File: config.mk
export PLATFORM = sky130hd
export DESIGN_NAME = cc_level_rowstreamer
export DESIGN_NICKNAME = d
export VERILOG_FILES = /design/src/rtl/cc_level_rowstreamer.sv
export SDC_FILE = /design/constraint.sdc
export NUM_CORES = 1
export LEC_CHECK = 0
export CAP_MARGIN = 25
export CORE_AREA = 2 2 213 215
export CTS_CLUSTER_SIZE = 25
export DETAILED_ROUTE_END_ITERATION = 10
export DIE_AREA = 0 0 215 217
export GPL_TIMING_DRIVEN = 0
export PLACE_DENSITY = 0.71
export SETUP_SLACK_MARGIN = 0.15
export SLEW_MARGIN = 10
export SYNTH_ARGS = -nofsm -noshare
export SYNTH_HDL_FRONTEND = slang
export SYNTH_SLANG_ARGS = --single-unit
export TNS_END_PERCENT = 20
File: constraint.sdc
create_clock -name CC_LEVEL_ROWSTREAMER_CLOCK_50 -period 6.07 [get_ports CC_LEVEL_ROWSTREAMER_CLOCK_50]
set_input_delay 0.9105 -clock CC_LEVEL_ROWSTREAMER_CLOCK_50 [delete_from_list [all_inputs] [get_ports CC_LEVEL_ROWSTREAMER_CLOCK_50]]
set_output_delay 0.9105 -clock CC_LEVEL_ROWSTREAMER_CLOCK_50 [all_outputs]
set_load 0.05 [all_outputs]
File: src/rtl/cc_level_rowstreamer.sv
// -----------------------------------------------------------------------------
// cc_level_rowstreamer
//
// Programmable row-pattern source for the Frogger lane engine. A writable table
// of LEVELS x ROWS patterns (DATAWIDTH bits each) is held in flops. A Start
// request streams the rows of one level, in order, over a valid/ready link.
//
// Optional feature macro: CC_LEVEL_ROWSTREAMER_LOOP_EN
//   defined   : after the last row the stream wraps to row 0 of the same level
//               and keeps running until reset (Done pulses on every wrap).
//   undefined : after the last row the block returns to IDLE.
//
// Ports:
//   CC_LEVEL_ROWSTREAMER_CLOCK_50         system clock (rising edge)
//   CC_LEVEL_ROWSTREAMER_RESET_InLow      asynchronous active-low reset
//   CC_LEVEL_ROWSTREAMER_Start_In         start request (sampled in IDLE)
//   CC_LEVEL_ROWSTREAMER_Level_InBus      level to stream, sampled with Start
//   CC_LEVEL_ROWSTREAMER_Ready_In         consumer accepts the current row
//   CC_LEVEL_ROWSTREAMER_WrEn_In          table write strobe
//   CC_LEVEL_ROWSTREAMER_WrLevel_InBus    write level index
//   CC_LEVEL_ROWSTREAMER_WrRow_InBus      write row index (0-based)
//   CC_LEVEL_ROWSTREAMER_WrData_InBus     write data
//   CC_LEVEL_ROWSTREAMER_RowData_OutBus   current row pattern (registered)
//   CC_LEVEL_ROWSTREAMER_Valid_Out        RowData valid
//   CC_LEVEL_ROWSTREAMER_Progress_OutBus  1-based index of presented row, 0 idle
//   CC_LEVEL_ROWSTREAMER_Done_Out         1-cycle pulse after last row accepted
//   CC_LEVEL_ROWSTREAMER_Busy_Out         high while streaming
//   CC_LEVEL_ROWSTREAMER_Err_Out          1-cycle pulse on a rejected Start
// -----------------------------------------------------------------------------
module cc_level_rowstreamer #(
  parameter int DATAWIDTH      = 8,
  parameter int LEVELS         = 4,
  parameter int ROWS           = 13,
  parameter int LEVEL_WIDTH    = 3,
  parameter int PROGRESS_WIDTH = 5
) (
  input  logic                      CC_LEVEL_ROWSTREAMER_CLOCK_50,
  input  logic                      CC_LEVEL_ROWSTREAMER_RESET_InLow,
  input  logic                      CC_LEVEL_ROWSTREAMER_Start_In,
  input  logic [LEVEL_WIDTH-1:0]    CC_LEVEL_ROWSTREAMER_Level_InBus,
  input  logic                      CC_LEVEL_ROWSTREAMER_Ready_In,
  input  logic                      CC_LEVEL_ROWSTREAMER_WrEn_In,
  input  logic [LEVEL_WIDTH-1:0]    CC_LEVEL_ROWSTREAMER_WrLevel_InBus,
  input  logic [PROGRESS_WIDTH-1:0] CC_LEVEL_ROWSTREAMER_WrRow_InBus,
  input  logic [DATAWIDTH-1:0]      CC_LEVEL_ROWSTREAMER_WrData_InBus,
  output logic [DATAWIDTH-1:0]      CC_LEVEL_ROWSTREAMER_RowData_OutBus,
  output logic                      CC_LEVEL_ROWSTREAMER_Valid_Out,
  output logic [PROGRESS_WIDTH-1:0] CC_LEVEL_ROWSTREAMER_Progress_OutBus,
  output logic                      CC_LEVEL_ROWSTREAMER_Done_Out,
  output logic                      CC_LEVEL_ROWSTREAMER_Busy_Out,
  output logic                      CC_LEVEL_ROWSTREAMER_Err_Out
);

  localparam int ENTRIES = LEVELS * ROWS;
  localparam int IDX_W   = (ENTRIES > 1) ? $clog2(ENTRIES) : 1;

  localparam logic [PROGRESS_WIDTH-1:0] PROG_ZERO  = {PROGRESS_WIDTH{1'b0}};
  localparam logic [PROGRESS_WIDTH-1:0] PROG_ONE   = PROGRESS_WIDTH'(32'd1);
  localparam logic [PROGRESS_WIDTH-1:0] PROG_LAST  = PROGRESS_WIDTH'(ROWS);
  localparam logic [PROGRESS_WIDTH-1:0] ROW_FIRST  = {PROGRESS_WIDTH{1'b0}};

  typedef enum logic [0:0] {
    ST_IDLE = 1'b0,
    ST_RUN  = 1'b1
  } state_t;

  // Level index is legal when it addresses a stored level.
  function automatic logic level_ok(input logic [LEVEL_WIDTH-1:0] lvl);
    return (32'(lvl) < 32'(LEVELS));
  endfunction

  // Row index is legal when it addresses a stored row.
  function automatic logic row_ok(input logic [PROGRESS_WIDTH-1:0] row);
    return (32'(row) < 32'(ROWS));
  endfunction

  // Flattened table address: level-major, row-minor.
  function automatic logic [IDX_W-1:0] entry_idx(input logic [LEVEL_WIDTH-1:0]    lvl,
                                                  input logic [PROGRESS_WIDTH-1:0] row);
    return IDX_W'(32'(lvl) * 32'(ROWS) + 32'(row));
  endfunction

  state_t                      state_q, state_d;
  logic [LEVEL_WIDTH-1:0]      level_q, level_d;
  logic [DATAWIDTH-1:0]        row_data_q, row_data_d;
  logic                        valid_q, valid_d;
  logic [PROGRESS_WIDTH-1:0]   progress_q, progress_d;
  logic                        done_q, done_d;
  logic                        busy_q, busy_d;
  logic                        err_q, err_d;
  logic [DATAWIDTH-1:0]        tbl_q [ENTRIES];
  logic [DATAWIDTH-1:0]        tbl_d [ENTRIES];

  logic                        wr_hit_s;
  logic [IDX_W-1:0]            wr_idx_s;

  assign wr_hit_s = CC_LEVEL_ROWSTREAMER_WrEn_In
                  & level_ok(CC_LEVEL_ROWSTREAMER_WrLevel_InBus)
                  & row_ok(CC_LEVEL_ROWSTREAMER_WrRow_InBus);
  assign wr_idx_s = entry_idx(CC_LEVEL_ROWSTREAMER_WrLevel_InBus,
                              CC_LEVEL_ROWSTREAMER_WrRow_InBus);

  // Table update: out-of-range writes are dropped, never aliased onto another entry.
  always_comb begin
    tbl_d = tbl_q;
    if (wr_hit_s) begin
      tbl_d[wr_idx_s] = CC_LEVEL_ROWSTREAMER_WrData_InBus;
    end else begin
      tbl_d = tbl_q;
    end
  end

  // Stream control: next state and next output values.
  // Rows are fetched from tbl_q (pre-write contents), so a same-edge write is
  // deliberately not forwarded into RowData.
  always_comb begin
    state_d    = state_q;
    level_d    = level_q;
    row_data_d = row_data_q;
    valid_d    = valid_q;
    progress_d = progress_q;
    busy_d     = busy_q;
    done_d     = 1'b0;
    err_d      = 1'b0;
    case (state_q)
      ST_IDLE: begin
        if (CC_LEVEL_ROWSTREAMER_Start_In) begin
          if (level_ok(CC_LEVEL_ROWSTREAMER_Level_InBus)) begin
            state_d    = ST_RUN;
            level_d    = CC_LEVEL_ROWSTREAMER_Level_InBus;
            row_data_d = tbl_q[entry_idx(CC_LEVEL_ROWSTREAMER_Level_InBus, ROW_FIRST)];
            valid_d    = 1'b1;
            progress_d = PROG_ONE;
            busy_d     = 1'b1;
          end else begin
            err_d = 1'b1;
          end
        end else begin
          state_d = ST_IDLE;
        end
      end
      ST_RUN: begin
        if (valid_q && CC_LEVEL_ROWSTREAMER_Ready_In) begin
          if (progress_q != PROG_LAST) begin
            // Progress is 1-based, so it is already the 0-based index of the next row.
            row_data_d = tbl_q[entry_idx(level_q, progress_q)];
            progress_d = progress_q + PROG_ONE;
          end else begin
            done_d = 1'b1;
`ifdef CC_LEVEL_ROWSTREAMER_LOOP_EN
            row_data_d = tbl_q[entry_idx(level_q, ROW_FIRST)];
            progress_d = PROG_ONE;
`else
            state_d    = ST_IDLE;
            valid_d    = 1'b0;
            busy_d     = 1'b0;
            progress_d = PROG_ZERO;
`endif
          end
        end else begin
          state_d = ST_RUN;
        end
      end
      default: begin
        state_d    = ST_IDLE;
        valid_d    = 1'b0;
        busy_d     = 1'b0;
        progress_d = PROG_ZERO;
      end
    endcase
  end

  // State, output and table registers.
  always_ff @(posedge CC_LEVEL_ROWSTREAMER_CLOCK_50 or negedge CC_LEVEL_ROWSTREAMER_RESET_InLow) begin
    if (!CC_LEVEL_ROWSTREAMER_RESET_InLow) begin
      state_q    <= ST_IDLE;
      level_q    <= {LEVEL_WIDTH{1'b0}};
      row_data_q <= {DATAWIDTH{1'b0}};
      valid_q    <= 1'b0;
      progress_q <= PROG_ZERO;
      done_q     <= 1'b0;
      busy_q     <= 1'b0;
      err_q      <= 1'b0;
      for (int i = 0; i < ENTRIES; i++) begin
        tbl_q[i] <= {DATAWIDTH{1'b0}};
      end
    end else begin
      state_q    <= state_d;
      level_q    <= level_d;
      row_data_q <= row_data_d;
      valid_q    <= valid_d;
      progress_q <= progress_d;
      done_q     <= done_d;
      busy_q     <= busy_d;
      err_q      <= err_d;
      tbl_q      <= tbl_d;
    end
  end

  assign CC_LEVEL_ROWSTREAMER_RowData_OutBus  = row_data_q;
  assign CC_LEVEL_ROWSTREAMER_Valid_Out       = valid_q;
  assign CC_LEVEL_ROWSTREAMER_Progress_OutBus = progress_q;
  assign CC_LEVEL_ROWSTREAMER_Done_Out        = done_q;
  assign CC_LEVEL_ROWSTREAMER_Busy_Out        = busy_q;
  assign CC_LEVEL_ROWSTREAMER_Err_Out         = err_q;

endmodule

==> results.md, run 1 <==
- Root Driver: clkbuf_16
- Cell count after synthesis: 1,644
- Most frequent cells in the layout: 436 x dfrtp_1, 427 x mux2_2, 210 x mux4_2
- RSZ-0062 raised after global routing: false
- Post-CTS setup buffers: 0
- Hold Path Class: in -> async
- CTS H-tree depth: 2
- Pwr Density: 514 mW/mm2
- Seq/Total Area, Yosys: 45.1%
- Synth top area share: 45.1%
- Switching pwr: 6.25 mW
- Worst EP arrival: 6.21 ns
- Rel. slew slack: 18.3%
- GR peak layer: met2
- Internal Pwr Total: 7.81 mW
- Final ANT Viol Nets: 0
- Worst-margin pin slew: 1.22 ns
- Core Region: 0.0447 mm2
- Crit-path max FO: 10
- Synth warnings: 0
- DRT iter0 DRCs: 2,500
- Yosys cell types: 65
- Ports: 41
- PortBufs: 40
- First-pass GRT wire length: 123,000 um
- Grt met3 use: 11.6%
- Post-synth ARST share: 100%
- Cell taking the most area after synthesis: dfrtp_1
- Syn Nets: 1,701
- Status: complete, no violations
- HPWL after DPL: 60,000 um
- CP required: 6.59 ns
- Flop pwr share: 27.1%
- WHS: 0.225 ns
- GR met1 Demand/Resource: 50.2%
- Final setup TNS: 0 ns
- Largest net degree at the start of global routing: 114
- Reg clk slew, reported paths: 0.06 ns
- Die H: 217 um
- Max Buffers Root-to-Sink: 3
- Slew Limit Fails: 0
- Clock Skew: 0.0334 ns
- Share of layout cells above drive strength 1: 45.4%
- Congestion Overflow GR: 0
- Initial antenna violation count: 5
- CTS hold repair buffers: 0
- CTS buffer count: 49
- Synth Cell Area: 0.0242 mm2
- P&R area growth vs syn: 13.2%
- Syn Area/Cell: 14.7 um2
- Final Power: 14.1 mW
- WL final: 84,700 um
- Met2 Use GR: 54.2%
- Critical path startpoint category: input pin
- Ranking of synthesized cells by area: dfrtp_1 45%, mux2_2 20%, mux4_2 20%
- Max VDD drop: 0.720 mV
- Max-cap check violation count: 0
- Die width: 215 um
- Main synth FF type: dfrtp_1
- DR vias: 17.0k
- Remaining DRCs: 0
- Core Rows: 78
- Leak: 12.4 nW
- Number of iterations in the first detailed-routing pass: 6
- Endpoints failing setup: 0
- Combinational share of power: 50.9%
- WS Path Type: in -> reg
- Vias in the first global route: 17.2k
- Commonest non-fill, non-tap cell in the layout: dfrtp_1
- Via density: 7.07
- Final #Nets: 1,820
- Yosys reg bits: 436
- Max Clk Rate: 176 MHz
- Clk pwr share: 22.0%
- WL/cell: 35.2 um
- Starting Density: 54.1%
- Final Hold Viols: 0
- Period minus WS final: 5.69 ns
- Number of synthesized flops with an enable pin: 0
- CTS tree: built
- All-Layer GR Usage: 37.3%
- Clock tree sinks: 436
- GPL Wtd Cong: 1.00
- Total die area: 0.0467 mm2
- Worst-skew pair later-pin latency: 0.61 ns
- Net Sw Frac: 44.5%
- Tcrit/Tclk final: 93.8%
- CP Capture Type: register
state kept, by name, indices dropped and copies added, names as in the netlist:
name / flops
CC_LEVEL_ROWSTREAMER_Busy_Out: 1
CC_LEVEL_ROWSTREAMER_Done_Out: 1
CC_LEVEL_ROWSTREAMER_Err_Out: 1
CC_LEVEL_ROWSTREAMER_Progress_OutBus: 5
CC_LEVEL_ROWSTREAMER_RowData_OutBus: 8
level_q: 3
state_q: 1
tbl_q: 416
stage by stage:
| stage | worst slack, ns | area (um2) | utilization, % | instances |
|---|---|---|---|---|
| 2_1_floorplan | 2.23 | 24200 | - | 1644 |
| 3_3_place_gp | -14.84 | 25300 | 56.7 | 2284 |
| 3_5_place_dp | -0.279 | 25600 | 57.4 | 2307 |
| 4_1_cts | 0.325 | 27300 | 61.1 | 2397 |
| 5_1_grt | 0.257 | 27400 | 61.2 | 2403 |
| 6_report | 0.376 | 27400 | 61.2 | 2404 |
cells in the mapped netlist, drive strengths merged (9+ instances only):
cell and instances:
nor3 13, nand4 14, o21ai 17, xnor2 9, mux2i 48, nor2b 9, a2111oi 10, a21oi 17
buf 55, mux2 431, clkbuf 74, nand2 64, inv 15, mux4 213, ha 26, nor2 67
dfrtp 436, a211oi 9
power groups by stage:
stage / combinational [mW] / clock [mW] / sequential [mW]
4_1_cts: 6.83 / 3.10 / 3.79
3_5_place_dp: 6.81 / 0 / 3.83
3_3_place_gp: 6.64 / 0 / 3.80
2_1_floorplan: 3.96 / 0 / 3.84
6_report: 7.15 / 3.10 / 3.81
5_1_grt: 7.27 / 3.24 / 3.86
path summary, 6_finish.rpt:
kind | startpoint | end | slack (ns) | cells past startpoint
setup / recovery | CC_LEVEL_ROWSTREAMER_Level_InBus[1] | CC_LEVEL_ROWSTREAMER_RowData_OutBus[3] | 0.38 | 13
hold / removal | CC_LEVEL_ROWSTREAMER_RESET_InLow | tbl_q[277] | 0.22 | 1
setup reg to reg | level_q[0] | CC_LEVEL_ROWSTREAMER_RowData_OutBus[0] | 1.49 | 12
hold reg to reg | tbl_q[397] | tbl_q[397] | 0.52 | 1
max in group asynchronous | CC_LEVEL_ROWSTREAMER_RESET_InLow | tbl_q[323] | 4.37 | 3
min in group CC_LEVEL_ROWSTREAMER_CLOCK_50 | tbl_q[397] | tbl_q[397] | 0.52 | 1
cell type report:
class | instances | area (um2)
Clock buffer | 78 | 1570
Clock inverter | 12 | 114
Fill cell | 3459 | 17300
Buffer | 129 | 633
Multi-Input combinational cell | 1064 | 12600
Timing Repair Buffer | 68 | 752
Antenna cell | 2 | 5.00
Tap cell | 600 | 751
Inverter | 15 | 56.3
Sequential cell | 436 | 10900
routing by layer:
metal	vias up	wire length, um	share of wire (%)
met5	-	15	0.018
met4	2	5470	6.5
met2	1146	36900	44
li1	6599	-	-
met1	8967	32500	38
met3	291	9840	12
worst max-delay path, stage by stage:
cell	delay [ns]
clkdlybuf4s50_1	0.67
buf_2	0.54
buf_4	0.40
inv_1	0.22
ha_1	0.35
fa_1	0.64
clkbuf_1	0.49
clkbuf_2	0.43
clkbuf_1	0.52
o2111ai_1	0.34
a2111oi_0	0.42
o21ai_0	0.14
o21ai_0	0.11
kinds of logic (layout without fill, tap and decap cells):
kind of cell	count (synthesis)	after routing	share of synthesized area, %
compound gates	99	99	2.91
xor+xnor	16	16	0.611
fa+ha+maj	33	33	1.92
buf+inv	144	302	2.85
flops	436	436	45.1
mux	692	692	41.9
other cells	0	2	0
simple gates	224	224	4.66
what timing repair did:
| action | 4_1_cts | 5_1_grt |
|---|---|---|
| hold endpoints to repair | 0 | 0 |
| gates resized for setup | 0 | 2 |
| setup endpoints to repair | 0 | 2 |
(Power assumes the default switching activity.)
==> run 2: changes to the inputs <==
--- a/config.mk
+++ b/config.mk
@@ -6,12 +6,11 @@
 export NUM_CORES = 1
 export LEC_CHECK = 0
 export CAP_MARGIN = 25
-export CORE_AREA = 2 2 213 215
+export CORE_AREA = 2 2 235 237
 export CTS_CLUSTER_SIZE = 25
 export DETAILED_ROUTE_END_ITERATION = 10
-export DIE_AREA = 0 0 215 217
+export DIE_AREA = 0 0 237 239
 export GPL_TIMING_DRIVEN = 0
-export PLACE_DENSITY = 0.71
 export SETUP_SLACK_MARGIN = 0.15
 export SLEW_MARGIN = 10
 export SYNTH_ARGS = -nofsm -noshare
==> results.md, run 2 (synthesis gave the netlist of run 1 again) <==
- Status: complete, no violations
- WL final: 88,300 um (+4.3%)
- Final setup TNS: 0 ns (unchanged)
- Worst-margin pin slew: 1.15 ns (-0.0692 ns)
- Via density: 6.63 (-6.3%)
- Root Driver: clkbuf_16
- Final ANT Viol Nets: 0 (unchanged)
- Vias in the first global route: 16.8k (-1.8%)
- GPL Wtd Cong: 0.973 (-2.7%)
- Starting Density: 44.5% (-9.6 points)
- Number of iterations in the first detailed-routing pass: 5 (-1)
- WL/cell: 35.3 um (about the same)
- WS Path Type: in -> reg
- DP Worst Slack: -0.473 ns (-0.194 ns)
- Ports: 41 (unchanged)
- Die width: 237 um (+10%)
- Worst EP arrival: 6.29 ns (+0.08 ns)
- FF-to-FF setup slack: 1.43 ns (-0.06 ns)
- First-pass GRT wire length: 126,000 um (+2.5%)
- Final Hold Viols: 0 (unchanged)
- RSZ-0062 raised after global routing: false
- Max Clk Rate: 174 MHz (-1.1%)
- DR vias: 16.6k (-2.4%)
- CTS H-tree depth: 2 (unchanged)
- Reg-to-Reg Start: CC_LEVEL_ROWSTREAMER_Progress_OutBus[1]
- Remaining DRCs: 0 (unchanged)
- Share of layout cells above drive strength 1: 45.4% (about the same)
- HPWL after DPL: 62,900 um (+4.8%)
- CTS hold repair buffers: 0 (unchanged)
- P&R area growth vs syn: 13.9%
- Die H: 239 um (+10%)
- FILL cells: 4,565 (+32%)
- Largest net degree at the start of global routing: 97 (-15%)
- Register bank with the most flops: tbl_q
- CP Capture Type: register
- Reg clk slew, reported paths: 0.07 ns (about the same)
- Max VDD drop: 0.581 mV (-19%)
- PortBufs: 40 (unchanged)
- Reg2reg path depth: 12 (unchanged)
- Slew Limit Fails: 0 (unchanged)
- Endpoints failing setup: 0 (unchanged)
- Post-CTS setup buffers: 0 (unchanged)
- Rel. slew slack: 23.2% (+4.9 points)
- Max Buffers Root-to-Sink: 3 (unchanged)
- Tcrit/Tclk final: 94.9% (+1.1 points)
- All-Layer GR Usage: 31.8% (-5.4 points)
- Core Region: 0.0543 mm2 (+22%)
- Final #Nets: 1,817 (-0.16%)
- Commonest non-fill, non-tap cell in the layout: dfrtp_1
- Period minus WS final: 5.76 ns (+0.0642 ns)
- Max reg flops: 416 (unchanged)
- Leak: 12.4 nW (about the same)
- Most frequent cells in the layout: 436 x dfrtp_1, 427 x mux2_2, 210 x mux4_2
- CTS tree: built
- CP required: 6.60 ns (about the same)
- Pwr Density: 518 mW/mm2 (+0.86%)
- Worst-skew pair later-pin latency: 0.62 ns (about the same)
- Crit-path max FO: 10 (unchanged)
- Max-cap check violation count: 0 (unchanged)
- Clock tree sinks: 436 (unchanged)
- Core Rows: 86 (+10%)
- RR Endpoint: CC_LEVEL_ROWSTREAMER_RowData_OutBus[0]
- Hold Path Class: in -> async
- Setup WS post-layout: 0.312 ns (-0.0642 ns)
- Clock Skew: 0.0202 ns (-0.0132 ns)
- DRT iter0 DRCs: 1,813 (-27%)
- Congestion Overflow GR: 0 (unchanged)
- Critical path startpoint category: input pin
- CTS buffer count: 50 (+2.0%)
- Total die area: 0.0566 mm2 (+21%)
- Initial antenna violation count: 4 (-1)
## run 2: area by class of cell
cell class	instances	area [um2]	area share [%]
multi-input combinational	1064	12600	45.7
buffer	129	634	2.30
inverter	15	56.3	0.204
timing repair buffer	64	734	2.67
tap	704	881	3.20
antenna	1	2.50	0.00908
clock inverter	18	262	0.949
sequential	436	10900	39.6
clock buffer	74	1480	5.38
## run 2: worst max-delay path by stage
stage / slack, ns / endpoint / cells after the start / start
3_5_place_dp: -0.47 / CC_LEVEL_ROWSTREAMER_RowData_OutBus[3] / 13 / CC_LEVEL_ROWSTREAMER_Level_InBus[1]
2_1_floorplan: 2.23 / CC_LEVEL_ROWSTREAMER_RowData_OutBus[3] / 12 / CC_LEVEL_ROWSTREAMER_Level_InBus[1]
5_1_grt: 0.24 / CC_LEVEL_ROWSTREAMER_RowData_OutBus[3] / 13 / CC_LEVEL_ROWSTREAMER_Level_InBus[1]
6_report: 0.31 / CC_LEVEL_ROWSTREAMER_RowData_OutBus[4] / 13 / CC_LEVEL_ROWSTREAMER_Level_InBus[1]
4_1_cts: 0.15 / CC_LEVEL_ROWSTREAMER_RowData_OutBus[3] / 13 / CC_LEVEL_ROWSTREAMER_Level_InBus[1]
3_3_place_gp: -15.28 / tbl_q[83] / 1 / CC_LEVEL_ROWSTREAMER_RESET_InLow
## run 2: per-layer routing
layer  vias up  track usage (%)  routed length (um)
met2       913             48.5               39800
met4         2             15.2                4530
met3       204             8.83                8460
li1       6591                -                   -
met5         -                0                  16
met1      8892             42.4               35500
## run 2: critical path: stages
cell	delay (ns)
clkdlybuf4s50_1	0.68
buf_2	0.51
buf_4	0.39
inv_1	0.23
ha_1	0.36
fa_1	0.61
clkbuf_1	0.53
clkbuf_1	0.62
clkbuf_2	0.45
o2111ai_1	0.25
a2111oi_0	0.38
o21ai_0	0.19
o21ai_0	0.15
## run 2: power by group
group          switching (mW)  internal [mW]  total, mW
logic                    4.66           2.57       7.24
clock network            1.28           1.95       3.23
registers               0.409           3.40       3.81
total                    6.36           7.92       14.3
## run 2: metrics by stage
stage	area, um2	util [%]	std cells	total power [mW]	hold WS [ns]
after global routing	27600	50.7	2504	14.6	0.342
after floorplan	24200	-	1644	7.80	0.474
after detailed placement	25800	47.4	2409	10.8	0.506
after global placement	25500	46.9	2388	10.6	0.494
after CTS	27500	50.6	2501	14.0	0.314
final	27600	50.7	2505	14.3	0.311
## run 2: what timing repair did
action | in CTS | in global routing
setup endpoints to repair | 0 | 3
endpoints found under the hold margin | 0 | 0
resized for setup | 0 | 2
==> run 3: changes to the inputs <==
--- a/config.mk
+++ b/config.mk
@@ -5,7 +5,7 @@
 export SDC_FILE = /design/constraint.sdc
 export NUM_CORES = 1
 export LEC_CHECK = 0
-export CAP_MARGIN = 25
+export CAP_MARGIN = 5
 export CORE_AREA = 2 2 235 237
 export CTS_CLUSTER_SIZE = 25
 export DETAILED_ROUTE_END_ITERATION = 10
==> results.md, run 3 (synthesis gave the netlist of run 1 again) <==
- Total die area: 0.0566 mm2 (unchanged)
- All-Layer GR Usage: 31.7% (-0.16 points)
- Initial antenna violation count: 4 (unchanged)
- Period minus WS final: 5.81 ns (+0.0501 ns)
- HPWL after DPL: 61,800 um (-1.8%)
- Number of iterations in the first detailed-routing pass: 5 (unchanged)
- Root Driver: clkbuf_16
- Max Buffers Root-to-Sink: 3 (unchanged)
- Endpoints failing setup: 0 (unchanged)
- CTS H-tree depth: 2 (unchanged)
- Worst-margin pin slew: 1.33 ns (+0.175 ns)
- Leak: 12.2 nW (-1.3%)
- First-pass GRT wire length: 125,000 um (-0.77%)
- Worst EP arrival: 6.32 ns (+0.03 ns)
- Worst-skew pair later-pin latency: 0.62 ns (about the same)
- Layout Utilization: 50.2% (-0.54 points)
- DP Worst Slack: -0.514 ns (-0.0407 ns)
- WS Path Type: in -> reg
- PortBufs: 40 (unchanged)
- CP required: 6.58 ns (-0.02 ns)
- P&R area growth vs syn: 12.7%
- Final Hold Viols: 0 (unchanged)
- Slew Limit Fails: 0 (unchanged)
- Max reg flops: 416 (unchanged)
- Clk pwr share: 22.4% (-0.2 points)
- Share of layout cells above drive strength 1: 44.9% (-0.59 points)
- GPL Wtd Cong: 0.973 (unchanged)
- Commonest non-fill, non-tap cell in the layout: dfrtp_1
- Net Sw Frac: 44.9% (+0.40 points)
- Pwr Density: 512 mW/mm2 (-1.1%)
- RSZ-0062 raised after global routing: false
- Rel. slew slack: 11.5% (-12 points)
- Reg clk slew, reported paths: 0.06 ns (about the same)
- CP Capture Type: register
- Max VDD drop: 0.646 mV (+11%)
- FILL cells: 4,602 (+0.81%)
- Core Region: 0.0543 mm2 (unchanged)
- Clock tree sinks: 436 (unchanged)
- WL final: 88,000 um (-0.40%)
- Most frequent cells in the layout: 436 x dfrtp_1, 427 x mux2_2, 210 x mux4_2
- Max-cap check violation count: 0 (unchanged)
- Status: complete, no violations
- Congestion Overflow GR: 0 (unchanged)
- CTS buffer count: 50 (unchanged)
- Final Power: 14.0 mW (-2.1%)
- WHS: 0.288 ns (-0.0231 ns)
- Setup WS post-layout: 0.262 ns (-0.0501 ns)
- WL/cell: 35.4 um (+0.52%)
- Max Clk Rate: 172 MHz (-0.86%)
- Final instance area: 0.0273 mm2 (-1.1%)
- Crit-path max FO: 10 (unchanged)
- DRT iter0 DRCs: 1,764 (-2.7%)
- Dpl cell area: 0.0256 mm2 (-0.70%)
- Critical path startpoint category: input pin
- Final #Nets: 1,797 (-1.1%)
- Die width: 237 um (unchanged)
- CTS hold repair buffers: 0 (unchanged)
- Starting Density: 44.5% (unchanged)
- Combinational share of power: 50.4% (-0.3 points)
- Die H: 239 um (unchanged)
- Vias in the first global route: 16.7k (-0.92%)
- Hold Path Class: in -> async
- Largest net degree at the start of global routing: 97 (unchanged)
- Switching pwr: 6.28 mW (-1.3%)
- Ports: 41 (unchanged)
- Final ANT Viol Nets: 0 (unchanged)
- DR vias: 16.3k (-1.6%)
- CTS tree: built
- Internal Pwr Total: 7.69 mW (-2.8%)
- Flop pwr share: 27.2% (+0.5 points)
- Via density: 6.58 (-0.71%)
- Core Rows: 86 (unchanged)
- Tcrit/Tclk final: 95.7% (+0.83 points)
- Clock Skew: 0.0251 ns (+0.00484 ns)
- Register bank with the most flops: tbl_q
- Remaining DRCs: 0 (unchanged)
run 3: layer usage:
metal / vias up / wire (um) / GRT usage [%]
met1: 8733 / 35600 / 41.7
li1: 6542 / - / -
met4: 0 / 4440 / 14.6
met3: 218 / 8280 / 9.27
met5: - / 0 / 0
met2: 839 / 39600 / 48.6
run 3: cell type report:
class,instances,area (um2),share of cell area [%]
Antenna cell,1,2.50,0.00918
Buffer,129,634,2.33
Clock buffer,69,1430,5.26
Clock inverter,20,236,0.867
Inverter,15,56.3,0.207
Multi-Input combinational cell,1064,12600,46.2
Sequential cell,436,10900,40.0
Tap cell,704,881,3.23
Timing Repair Buffer,44,515,1.89
run 3: metrics by stage:
| stage | instances | TNS, ns |
|---|---|---|
| final | 2482 | 0 |
| after global routing | 2481 | 0 |
| after CTS | 2481 | 0 |
| after detailed placement | 2392 | -1.70 |
| after global placement | 2388 | -6629.49 |
| after floorplan | 1644 | 0 |
run 3: final timing paths:
check / slack [ns] / to / startpoint / cells after the start
min in group CC_LEVEL_ROWSTREAMER_CLOCK_50: 0.51 / tbl_q[255] / tbl_q[255] / 1
setup / recovery: 0.26 / CC_LEVEL_ROWSTREAMER_RowData_OutBus[4] / CC_LEVEL_ROWSTREAMER_Level_InBus[1] / 13
max in group asynchronous: 4.02 / tbl_q[77] / CC_LEVEL_ROWSTREAMER_RESET_InLow / 4
setup reg to reg: 1.15 / CC_LEVEL_ROWSTREAMER_RowData_OutBus[2] / CC_LEVEL_ROWSTREAMER_Progress_OutBus[1] / 11
hold reg to reg: 0.51 / tbl_q[255] / tbl_q[255] / 1
hold / removal: 0.29 / tbl_q[276] / CC_LEVEL_ROWSTREAMER_RESET_InLow / 1
run 3: worst max-delay path: stages:
cell	delay, ns
clkdlybuf4s50_1	0.67
buf_2	0.52
buf_4	0.39
inv_1	0.23
ha_1	0.35
fa_1	0.60
clkbuf_1	0.55
clkbuf_1	0.62
clkbuf_2	0.45
o2111ai_1	0.26
a2111oi_0	0.39
o21ai_0	0.18
o21ai_0	0.15
run 3: power groups by stage:
stage / Sequential, mW / Combinational, mW / Clock [mW]
after detailed placement: 3.84 / 6.83 / 0
final: 3.80 / 7.04 / 3.12
after floorplan: 3.84 / 3.96 / 0
after CTS: 3.79 / 6.85 / 3.16
after global routing: 3.86 / 7.19 / 3.27
after global placement: 3.82 / 6.80 / 0
run 3: repair_timing:
action / 4_1_cts / 5_1_grt
resized for setup: 1 / 0
setup endpoints to repair: 1 / 0
setup buffers: 0 / 0
